## src/rtl/chandelier_pkg.sv

```systemverilog
// Shared definitions for the chandelier bulb sensing and brightness blocks.
package chandelier_pkg;

   localparam int NUM_BULBS = 4;
   localparam int SEL_W     = 2;
   localparam int RUN_W     = 3;
   localparam int CNT_W     = 4;

   typedef enum logic {
      ST_SETTLE = 1'b0,
      ST_SAMPLE = 1'b1
   } scan_state_e;

   // Bit i high means bulb i is working.
   typedef logic [NUM_BULBS-1:0] bulb_status_t;

   // Round-robin bulb index; the width makes 3 wrap to 0.
   function automatic logic [SEL_W-1:0] next_sel(input logic [SEL_W-1:0] sel);
      return sel + 1'b1;
   endfunction

endpackage

```

## src/rtl/bulb_debounce.sv

```systemverilog
// Per-bulb debounce: counts consecutive samples that disagree with the
// published status and flips the status once the run reaches its threshold.
module bulb_debounce
   import chandelier_pkg::*;
#(
   parameter int unsigned FAIL_CNT    = 3,
   parameter int unsigned RECOVER_CNT = 3
) (
   input  logic clk,
   input  logic rst,
   input  logic sample_i,
   input  logic value_i,
   output logic status_o,
   output logic fall_o
);

   localparam logic [RUN_W-1:0] FAIL_THR    = RUN_W'(FAIL_CNT);
   localparam logic [RUN_W-1:0] RECOVER_THR = RUN_W'(RECOVER_CNT);

   logic [RUN_W-1:0] run_q, run_d;
   logic             status_q, status_d;
   logic             fall_q, fall_d;
   logic [RUN_W-1:0] thr;
   logic [RUN_W-1:0] run_inc;

   // Threshold depends on which direction a change would go.
   always_comb begin
      thr     = status_q ? FAIL_THR : RECOVER_THR;
      run_inc = run_q + 1'b1;
   end

   // Next-state for the run counter, status bit and fall pulse.
   always_comb begin
      run_d    = run_q;
      status_d = status_q;
      fall_d   = 1'b0;
      if (sample_i) begin
         if (value_i == status_q) begin
            run_d = '0;
         end else if (run_inc >= thr) begin
            status_d = ~status_q;
            run_d    = '0;
            fall_d   = status_q;
         end else begin
            run_d = run_inc;
         end
      end
   end

   // State registers; bulbs start out assumed working.
   always_ff @(posedge clk or posedge rst) begin
      if (rst) begin
         run_q    <= '0;
         status_q <= 1'b1;
         fall_q   <= 1'b0;
      end else begin
         run_q    <= run_d;
         status_q <= status_d;
         fall_q   <= fall_d;
      end
   end

   assign status_o = status_q;
   assign fall_o   = fall_q;

endmodule

```

## src/rtl/bulb_health_monitor.sv

```systemverilog
// Time-multiplexed bulb current sensing: synchronizes the shared comparator,
// scans the bulbs round-robin and publishes debounced per-bulb status.
//
// state     | meaning
// ----------+------------------------------------------------------------
// ST_SETTLE | bulb sense_sel routed, waiting SETTLE_CYC cycles to settle
// ST_SAMPLE | one cycle: sense_s is consumed for bulb sense_sel
module bulb_health_monitor
   import chandelier_pkg::*;
#(
   parameter int unsigned SETTLE_CYC  = 4,
   parameter int unsigned FAIL_CNT    = 3,
   parameter int unsigned RECOVER_CNT = 3
) (
   input  logic             clk,
   input  logic             rst,
   input  logic             sense_ok,
   output logic [SEL_W-1:0] sense_sel,
   output bulb_status_t     bulb_status,
   output logic             status_valid,
   output logic             fault_pulse
);

   localparam logic [CNT_W-1:0] SETTLE_LAST = CNT_W'(SETTLE_CYC - 1);

   logic             sync1_q;
   logic             sense_s_q;
   scan_state_e      state_q, state_d;
   logic [CNT_W-1:0] settle_cnt_q, settle_cnt_d;
   logic [SEL_W-1:0] sel_q, sel_d;
   logic             valid_q, valid_d;

   logic [NUM_BULBS-1:0] strobe;
   logic [NUM_BULBS-1:0] fall_vec;
   bulb_status_t         status_vec;

   // Two-flop synchronizer; sense_ok is asynchronous to clk.
   always_ff @(posedge clk or posedge rst) begin
      if (rst) begin
         sync1_q   <= 1'b0;
         sense_s_q <= 1'b0;
      end else begin
         sync1_q   <= sense_ok;
         sense_s_q <= sync1_q;
      end
   end

   // Scan FSM next-state: settle count, bulb index and first-scan flag.
   always_comb begin
      state_d      = state_q;
      settle_cnt_d = settle_cnt_q;
      sel_d        = sel_q;
      valid_d      = valid_q;
      case (state_q)
         ST_SETTLE: begin
            if (settle_cnt_q == SETTLE_LAST) begin
               state_d = ST_SAMPLE;
            end else begin
               settle_cnt_d = settle_cnt_q + 1'b1;
            end
         end
         ST_SAMPLE: begin
            state_d      = ST_SETTLE;
            settle_cnt_d = '0;
            sel_d        = next_sel(sel_q);
            if (sel_q == SEL_W'(NUM_BULBS - 1)) begin
               valid_d = 1'b1;
            end
         end
         default: begin
            state_d      = ST_SETTLE;
            settle_cnt_d = '0;
         end
      endcase
   end

   // Scan FSM registers.
   always_ff @(posedge clk or posedge rst) begin
      if (rst) begin
         state_q      <= ST_SETTLE;
         settle_cnt_q <= '0;
         sel_q        <= '0;
         valid_q      <= 1'b0;
      end else begin
         state_q      <= state_d;
         settle_cnt_q <= settle_cnt_d;
         sel_q        <= sel_d;
         valid_q      <= valid_d;
      end
   end

   // Only the selected bulb sees the sample strobe.
   always_comb begin
      strobe = '0;
      for (int i = 0; i < NUM_BULBS; i++) begin
         strobe[i] = (state_q == ST_SAMPLE) && (sel_q == SEL_W'(i));
      end
   end

   for (genvar gi = 0; gi < NUM_BULBS; gi++) begin : g_bulb
      bulb_debounce #(
         .FAIL_CNT    (FAIL_CNT),
         .RECOVER_CNT (RECOVER_CNT)
      ) u_debounce (
         .clk      (clk),
         .rst      (rst),
         .sample_i (strobe[gi]),
         .value_i  (sense_s_q),
         .status_o (status_vec[gi]),
         .fall_o   (fall_vec[gi])
      );
   end

   // At most one bulb is evaluated per sample, so the fall pulses never overlap.
   assign fault_pulse  = |fall_vec;
   assign bulb_status  = status_vec;
   assign sense_sel    = sel_q;
   assign status_valid = valid_q;

endmodule

```

## config.mk

```make
export PLATFORM = sky130hd
export DESIGN_NAME = bulb_health_monitor
export DESIGN_NICKNAME = d
export VERILOG_FILES = /design/src/rtl/chandelier_pkg.sv /design/src/rtl/bulb_debounce.sv /design/src/rtl/bulb_health_monitor.sv
export SDC_FILE = /design/constraint.sdc
export NUM_CORES = 1
export LEC_CHECK = 0
export CAP_MARGIN = 10
export CORE_AREA = 2 2 58 60
export DETAILED_ROUTE_END_ITERATION = 7
export DIE_AREA = 0 0 60 62
export PLACE_DENSITY_LB_ADDON = 0.15
export SLEW_MARGIN = 20
export SYNTH_ARGS = -nofsm -noshare
export SYNTH_HDL_FRONTEND = slang
export SYNTH_SLANG_ARGS = --single-unit
```

## constraint.sdc

```tcl
create_clock -name clk -period 3 [get_ports clk]
set_input_delay 0.6 -clock clk [delete_from_list [all_inputs] [get_ports clk]]
set_output_delay 0.6 -clock clk [all_outputs]
set_load 0.01 [all_outputs]
```

==> results of run 1 <==
==> per-layer routing <==
metal  up-vias  routed length (µm)  GRT usage (%)
met5         -                   0              0
met4         0                  62           8.57
met3         6                  86           6.21
met2        15                 932           20.2
met1       431                1110           19.1
li1        453                   -              -
==> logic make-up (layout without fill, tap and decap cells) <==
logic type / count (synthesis) / in the layout
compound gates: 15 / 15
xor+xnor: 11 / 11
fa+ha+maj: 13 / 13
buf+inv: 13 / 26
flops: 30 / 30
mux: 6 / 6
simple gates: 38 / 38
==> critical path, cell delays in order (launching register included) <==
cell and delay (ps):
dfrtp_1 360, or4_1 500, clkdlybuf4s50_1 490
==> metrics by stage <==
stage               power, mW  cell area, µm²
global route            0.838            1730
floorplan               0.495            1540
detailed placement      0.512            1650
CTS                     0.807            1730
finish                  0.793            1730
global placement        0.508            1650
==> worst max-delay path by stage <==
stage                                      from          end  slack, ps  cells after the start
floorplan           g_bulb[1].u_debounce.fall_o  fault_pulse       1500                      1
global placement    g_bulb[1].u_debounce.fall_o  fault_pulse       1080                      2
detailed placement  g_bulb[1].u_debounce.fall_o  fault_pulse       1070                      2
CTS                 g_bulb[1].u_debounce.fall_o  fault_pulse        710                      2
global route        g_bulb[1].u_debounce.fall_o  fault_pulse        660                      2
finish              g_bulb[1].u_debounce.fall_o  fault_pulse        730                      2
==> placed cells by master (no fill, tap or decap), types with 3 or more instances in the layout <==
master / Yosys / layout
nor3_1: 10 / 10
nor2_1: 8 / 8
dfstp_2: 4 / 4
xor2_1: 7 / 7
a22o_1: 3 / 3
inv_1: 7 / 7
nor3b_1: 5 / 5
clkbuf_8: 0 / 3
ha_1: 13 / 13
nand2_2: 4 / 4
nand2_1: 3 / 3
xnor2_1: 4 / 4
clkdlybuf4s50_1: 0 / 10
a22o_2: 4 / 4
clkbuf_4: 0 / 5
dfrtp_1: 26 / 26
==> registers in the layout, indices dropped and copies added, names as in the netlist <==
name / count
sync1_q: 1
g_bulb.u_debounce.run_q: 12
settle_cnt_q: 4
status_valid: 1
g_bulb.u_debounce.status_o: 4
g_bulb.u_debounce.fall_o: 4
sense_sel: 2
state_q: 1
sense_s_q: 1
==> area by class of cell <==
class | count | area share [%]
Tap cell | 46 | 3.32
Timing Repair Buffer | 11 | 6.21
Multi-Input combinational cell | 83 | 40.8
Sequential cell | 30 | 43.6
Inverter | 7 | 1.52
Clock buffer | 8 | 4.55
==> where the power goes <==
part           internal, mW  switching [mW]
Sequential            0.418          0.0137
Combinational        0.0345          0.0373
Clock                 0.160           0.129
==> results by group, run 1 <==
Synthesis
  • Simple logic cell fraction of the synthesized area: a little over an eighth
  • Asr flop ratio synth: 100%
  • Syn Inst Count: 126
  • EDFF count, synth: 0
  • Synthesis warning total: 0
  • Number of synthesized register bits: 30
  • Net Count, Synth: approximately 140
  • Synth Area per Inst: about 12 µm²
  • Top area cells in the synthesized netlist: dfrtp_1 42%, ha_1 11%, dfstp_2 6.8%
  • Yosys top cell area share: 42.3%
  • Top cells by count, synth: 26 x dfrtp_1, 13 x ha_1, 10 x nor3_1, 8 x nor2_1
  • Post-Synth XOR/XNOR Area: approximately 6.3%
  • Most common cell in the netlist: dfrtp_1
  • Largest family of logic cells by synthesized area: simple AND/OR/NAND/NOR gates
  • Post-synth top area cell: dfrtp_1
  • Ys flop type: dfrtp_1
  • Compound-Gate Fraction of Synth Area: a little over a tenth
  • Mapped cell area: 1540 µm²
  • Post-synthesis sequential area ratio: 49.2%
  • Mux contribution to synthesized area: between 4 and 5%
  • Post-synthesis adder-cell area fraction: about a tenth
  • Post-synth cell types: 30

Worst setup path
  • CP Class: register to output pin
  • Crit-path max FO: 1
  • Worst r2r src: g_bulb[3].u_debounce.run_q[0]
  • Required time of the critical path: roughly 2400 ps
  • Critical Path Sink Type: output pin
  • Worst EP arrival: between 1500 and 2000 ps
  • Startpoint Class: register
  • Register-to-Register Path Depth: 4
  • R2R setup slack: 1450 ps
  • Capturing point of the worst reg2reg path: g_bulb[3].u_debounce.status_o

Detailed routing
  • Post-route ant nets: 0
  • Via density: just under 5
  • Post-DR wirelength/cell: 11.9 µm
  • Routed WL: roughly 2.2 mm
  • DRC errors left: 0
  • Via Count: between 900 and 1k
  • Drt first pass iters: 3
  • Iter 0 DRT Violations: 20

Min path
  • WHS Path Cells: 0
  • WHS Endpoint: sense_s_q
  • Hold_sp: sync1_q
  • Min-Delay Path Class: register to register

Layout
  • Antenna Cells: 0
  • P&R area growth vs syn: 12.7%
  • Multi-input logic area: just over 700 µm²
  • # nets final: 154
  • Finished Core Util: approximately 54%
  • Fillers: 284
  • Layout cells sized above 1: 21.6%
  • Non-Filler Instances: between 150 and 200
  • Register Area: 756 µm²

Run status
  • Status: finished, final reports clean

Floorplanning
  • Chip Width: ~60 µm
  • Row count: 21
  • Core Region: approximately 3200 µm²
  • Initial Util: between 40% and 50%
  • Die area: 3720 µm²
  • Die height: just over 60 µm
  • IO Count: 11

Timing
  • Setup violators final: 0
  • Hold WS: roughly 360 ps
  • Final Hold Fails: 0
  • Slew margin rel.: about 64%
  • Worst setup margin: 731 ps
  • Pin slew with the least headroom to its limit: between 500 and 600 ps
  • Final setup skew: about 4.6 ps
  • RSZ-0062 raised after global routing: no
  • Max Slew Vio Count: 0
  • Tmin final: roughly 2300 ps
  • Fmax: between 0.4 and 0.5 GHz
  • Final worst path period share: approximately 76%
  • Final TNS setup: 0 ps

Job
  • Maxcap violations: 0

Power and ir drop
  • P per Cell Area: 458 nW/µm²
  • Max VDD drop: approximately 0.00024 V
  • P_leak: 0.812 nW

CTS
  • Htree depth: 2
  • Hold_buf cts: 0
  • CTS tree: done
  • Longest Clk Path Bufs: 2
  • Clk sinks: 30
  • Latest clock arrival within the worst-skew pair: around 320 ps
  • CTS buffer count: 5
  • Clock root cell: clkbuf_4
  • Clock slew seen by the registers of the worst setup and hold paths: approximately 90 ps
  • PostCTS Resize Cnt: 0
  • Post-CTS Setup Bufs: 0

Placement
  • DP HPWL: around 1.6 mm
  • IO Port Bufs: 10
  • Inst Count DP: 177
  • Routability Congestion: around 0.76
  • Place WS: 1070 ps

Global route
  • Number of global-route vias before repair: between 800 and 900
  • Initial antenna violation count: 0
  • First-pass GRT wire length: ~3.8 mm
  • Grt ovf: 0
  • GRT Total Usage: between 10% and 20%
  • Largest net degree at the start of global routing: 31
No activity file was read; power rests on OpenSTA's default activity.
==> inputs of run 2 (changes only) <==
==> constraint.sdc (replaced) <==
create_clock -name clk -period 2.1 [get_ports clk]
set_input_delay 0.42 -clock clk [delete_from_list [all_inputs] [get_ports clk]]
set_output_delay 0.42 -clock clk [all_outputs]
set_load 0.01 [all_outputs]
==> results by group, run 2 (synthesized netlist as in run 1, its figures left out) <==
Worst setup path
  • Crit-path max FO: 1 (unchanged)
  • Worst stage delay on the critical path: 500 ps (about the same)
  • Crit path cell chain: or4_1, dlygate4sd2_1
  • Startpoint Class: register
  • Worst EP arrival: 1480 ps (-190 ps)
  • Critical Path Sink Type: output pin
  • Slowest-stage cell, CP: or4_1
  • Required time of the critical path: 1680 ps (-720 ps)
  • CP Class: register to output pin

Layout
  • Non-Filler Instances: 185 (unchanged)
  • Most flop-heavy register: g_bulb.u_debounce.run_q
  • Commonest non-fill, non-tap cell in the layout: dfrtp_1
  • Antenna Cells: 0 (unchanged)
  • # nets final: 154 (unchanged)
  • Layout cells sized above 1: 20.9% (-0.72 points)
  • Most frequent cells in the layout: 26 x dfrtp_1, 13 x ha_1, 10 x nor3_1
  • P&R area growth vs syn: 11.4%
  • Fillers: 277 (-2.5%)
  • Number of flip-flops in the largest register: 12 (unchanged)

Placement
  • IO Port Bufs: 10 (unchanged)
  • Routability Congestion: 0.745 (-1.5%)
  • Inst Count DP: 177 (unchanged)
  • DP HPWL: 1.59 mm (+1.2%)
  • Place WS: 349 ps (-723 ps)

CTS
  • Htree depth: 2 (unchanged)
  • Post-CTS Setup Bufs: 0 (unchanged)
  • Clk sinks: 30 (unchanged)
  • Latest clock arrival within the worst-skew pair: 330 ps (about the same)
  • Clock root cell: clkbuf_4
  • Longest Clk Path Bufs: 2 (unchanged)
  • CTS tree: done
  • CTS buffer count: 5 (unchanged)
  • Clock slew seen by the registers of the worst setup and hold paths: 90 ps (about the same)
  • Hold_buf cts: 0 (unchanged)

Timing
  • RSZ-0062 raised after global routing: no
  • Final setup skew: 3.23 ps (-1.33 ps)
  • Setup violators final: 0 (unchanged)
  • Slew margin rel.: 64.9% (+0.57 points)
  • Final TNS setup: 0 ps (unchanged)
  • Pin slew with the least headroom to its limit: 527 ps (-8.60 ps)
  • Final Hold Fails: 0 (unchanged)
  • Final worst path period share: between 90% and 100%
  • Tmin final: between 1500 and 2000 ps
  • Worst setup margin: 196 ps (-535 ps)
  • Hold WS: 354 ps (-7.78 ps)
  • Max Slew Vio Count: 0 (unchanged)
  • Fmax: about 0.53 GHz

Detailed routing
  • Drt first pass iters: 3 (unchanged)
  • Via Count: 903 (-0.22%)
  • Iter 0 DRT Violations: 37 (+85%)
  • Post-route ant nets: 0 (unchanged)
  • DRC errors left: 0 (unchanged)
  • Post-DR wirelength/cell: 12.3 µm (+4.0%)
  • Routed WL: 2.28 mm (+4.0%)
  • Via density: 4.88 (-0.22%)

Power and ir drop
  • Clock power share: 32.9% (-3.6 points)
  • P_leak: 0.808 nW (-0.54%)
  • Reg power frac: 57.5% (+3.1 points)
  • NetSw: 0.263 mW (+46%)
  • Internal power: 0.808 mW (+32%)
  • Combinational share of power: 9.6% (+0.6 points)
  • Max VDD drop: 0.000352 V (+49%)
  • P per Cell Area: 626 nW/µm² (+37%)
  • Sw Ratio: 24.6% (+1.8 points)

Floorplanning
  • Initial Util: 48.3% (unchanged)
  • IO Count: 11 (unchanged)
  • Core Region: 3180 µm² (unchanged)
  • Chip Width: 60 µm (unchanged)
  • Die area: 3720 µm² (unchanged)
  • Die height: 62 µm (unchanged)
  • Row count: 21 (unchanged)

Run status
  • Status: finished, final reports clean

Min path
  • Min-Delay Path Class: register to register

Global route
  • Grt ovf: 0 (unchanged)
  • Number of global-route vias before repair: 927 (+8.0%)
  • Largest net degree at the start of global routing: 31 (unchanged)
  • GRT Total Usage: 15.1% (+0.51 points)
  • Initial antenna violation count: 0 (unchanged)
  • First-pass GRT wire length: 3.99 mm (+4.5%)

Job
  • Maxcap violations: 0 (unchanged)
[run 2: cell types whose count changed in the layout (fill, tap and decap cells not counted)]
cell,before,now
clkdlybuf4s50_1,10,9
clkinv_2,0,1
clkbuf_8,3,1
dlygate4sd2_1,0,1
clkbuf_1,0,1
[run 2: area by class of cell]
| cell class | count | area [µm²] | area share [%] |
|---|---|---|---|
| flip-flops and latches | 30 | 756 | 44.2 |
| inverters | 7 | 26.3 | 1.54 |
| clock buffers | 7 | 55.1 | 3.22 |
| repair buffers | 11 | 106 | 6.21 |
| multi-input cells | 83 | 706 | 41.2 |
| well taps | 46 | 57.6 | 3.36 |
| clock inverters | 1 | 5.00 | 0.292 |
[run 2: final timing paths]
kind	start	endpoint	slack, ps	depth (start not counted)
hold / removal	sync1_q	sense_s_q	350	0
max in group asynchronous	rst	g_bulb[1].u_debounce.status_o	1320	3
setup / recovery	g_bulb[1].u_debounce.fall_o	fault_pulse	200	2
min in group asynchronous	rst	g_bulb[0].u_debounce.fall_o	460	3
hold reg to reg	sync1_q	sense_s_q	350	0
setup reg to reg	g_bulb[1].u_debounce.run_q[0]	g_bulb[1].u_debounce.status_o	530	4
[run 2: critical path, delay by kind of cell, from the launching register on]
kind          cells  cell delay (ps)
buf+inv           1              290
simple gates      1              500
flops             1              360
[run 2: metrics by stage]
step / instance area (µm²) / power [mW] / util (%)
2_1_floorplan: 1540 / 0.707 / -
3_3_place_gp: 1650 / 0.726 / 52.0
3_5_place_dp: 1650 / 0.732 / 52.0
4_1_cts: 1710 / 1.09 / 53.8
5_1_grt: 1710 / 1.13 / 53.8
6_report: 1710 / 1.07 / 53.8
[run 2: power groups by stage]
stage,clock network (mW),logic [mW],registers [mW]
after floorplan,0,0.0859,0.621
after global placement,0,0.0996,0.626
after detailed placement,0,0.104,0.628
after CTS,0.372,0.104,0.617
after global routing,0.391,0.116,0.620
final,0.352,0.102,0.617
[run 2: layer usage]
metal	part of all wire, %	vias up	wire length, µm	global-route usage, %
met5	0	-	0	0
met4	2.7	0	61	11.7
met3	5.1	5	117	4.55
met2	44	18	1000	22.8
met1	48	429	1100	18.1
li1	-	451	-	-
[run 2: what timing repair did]
action | 4_1_cts | 5_1_grt
endpoints found under the setup margin | 1 | 0
resized for setup | 1 | 0
hold endpoints to repair | 0 | 0
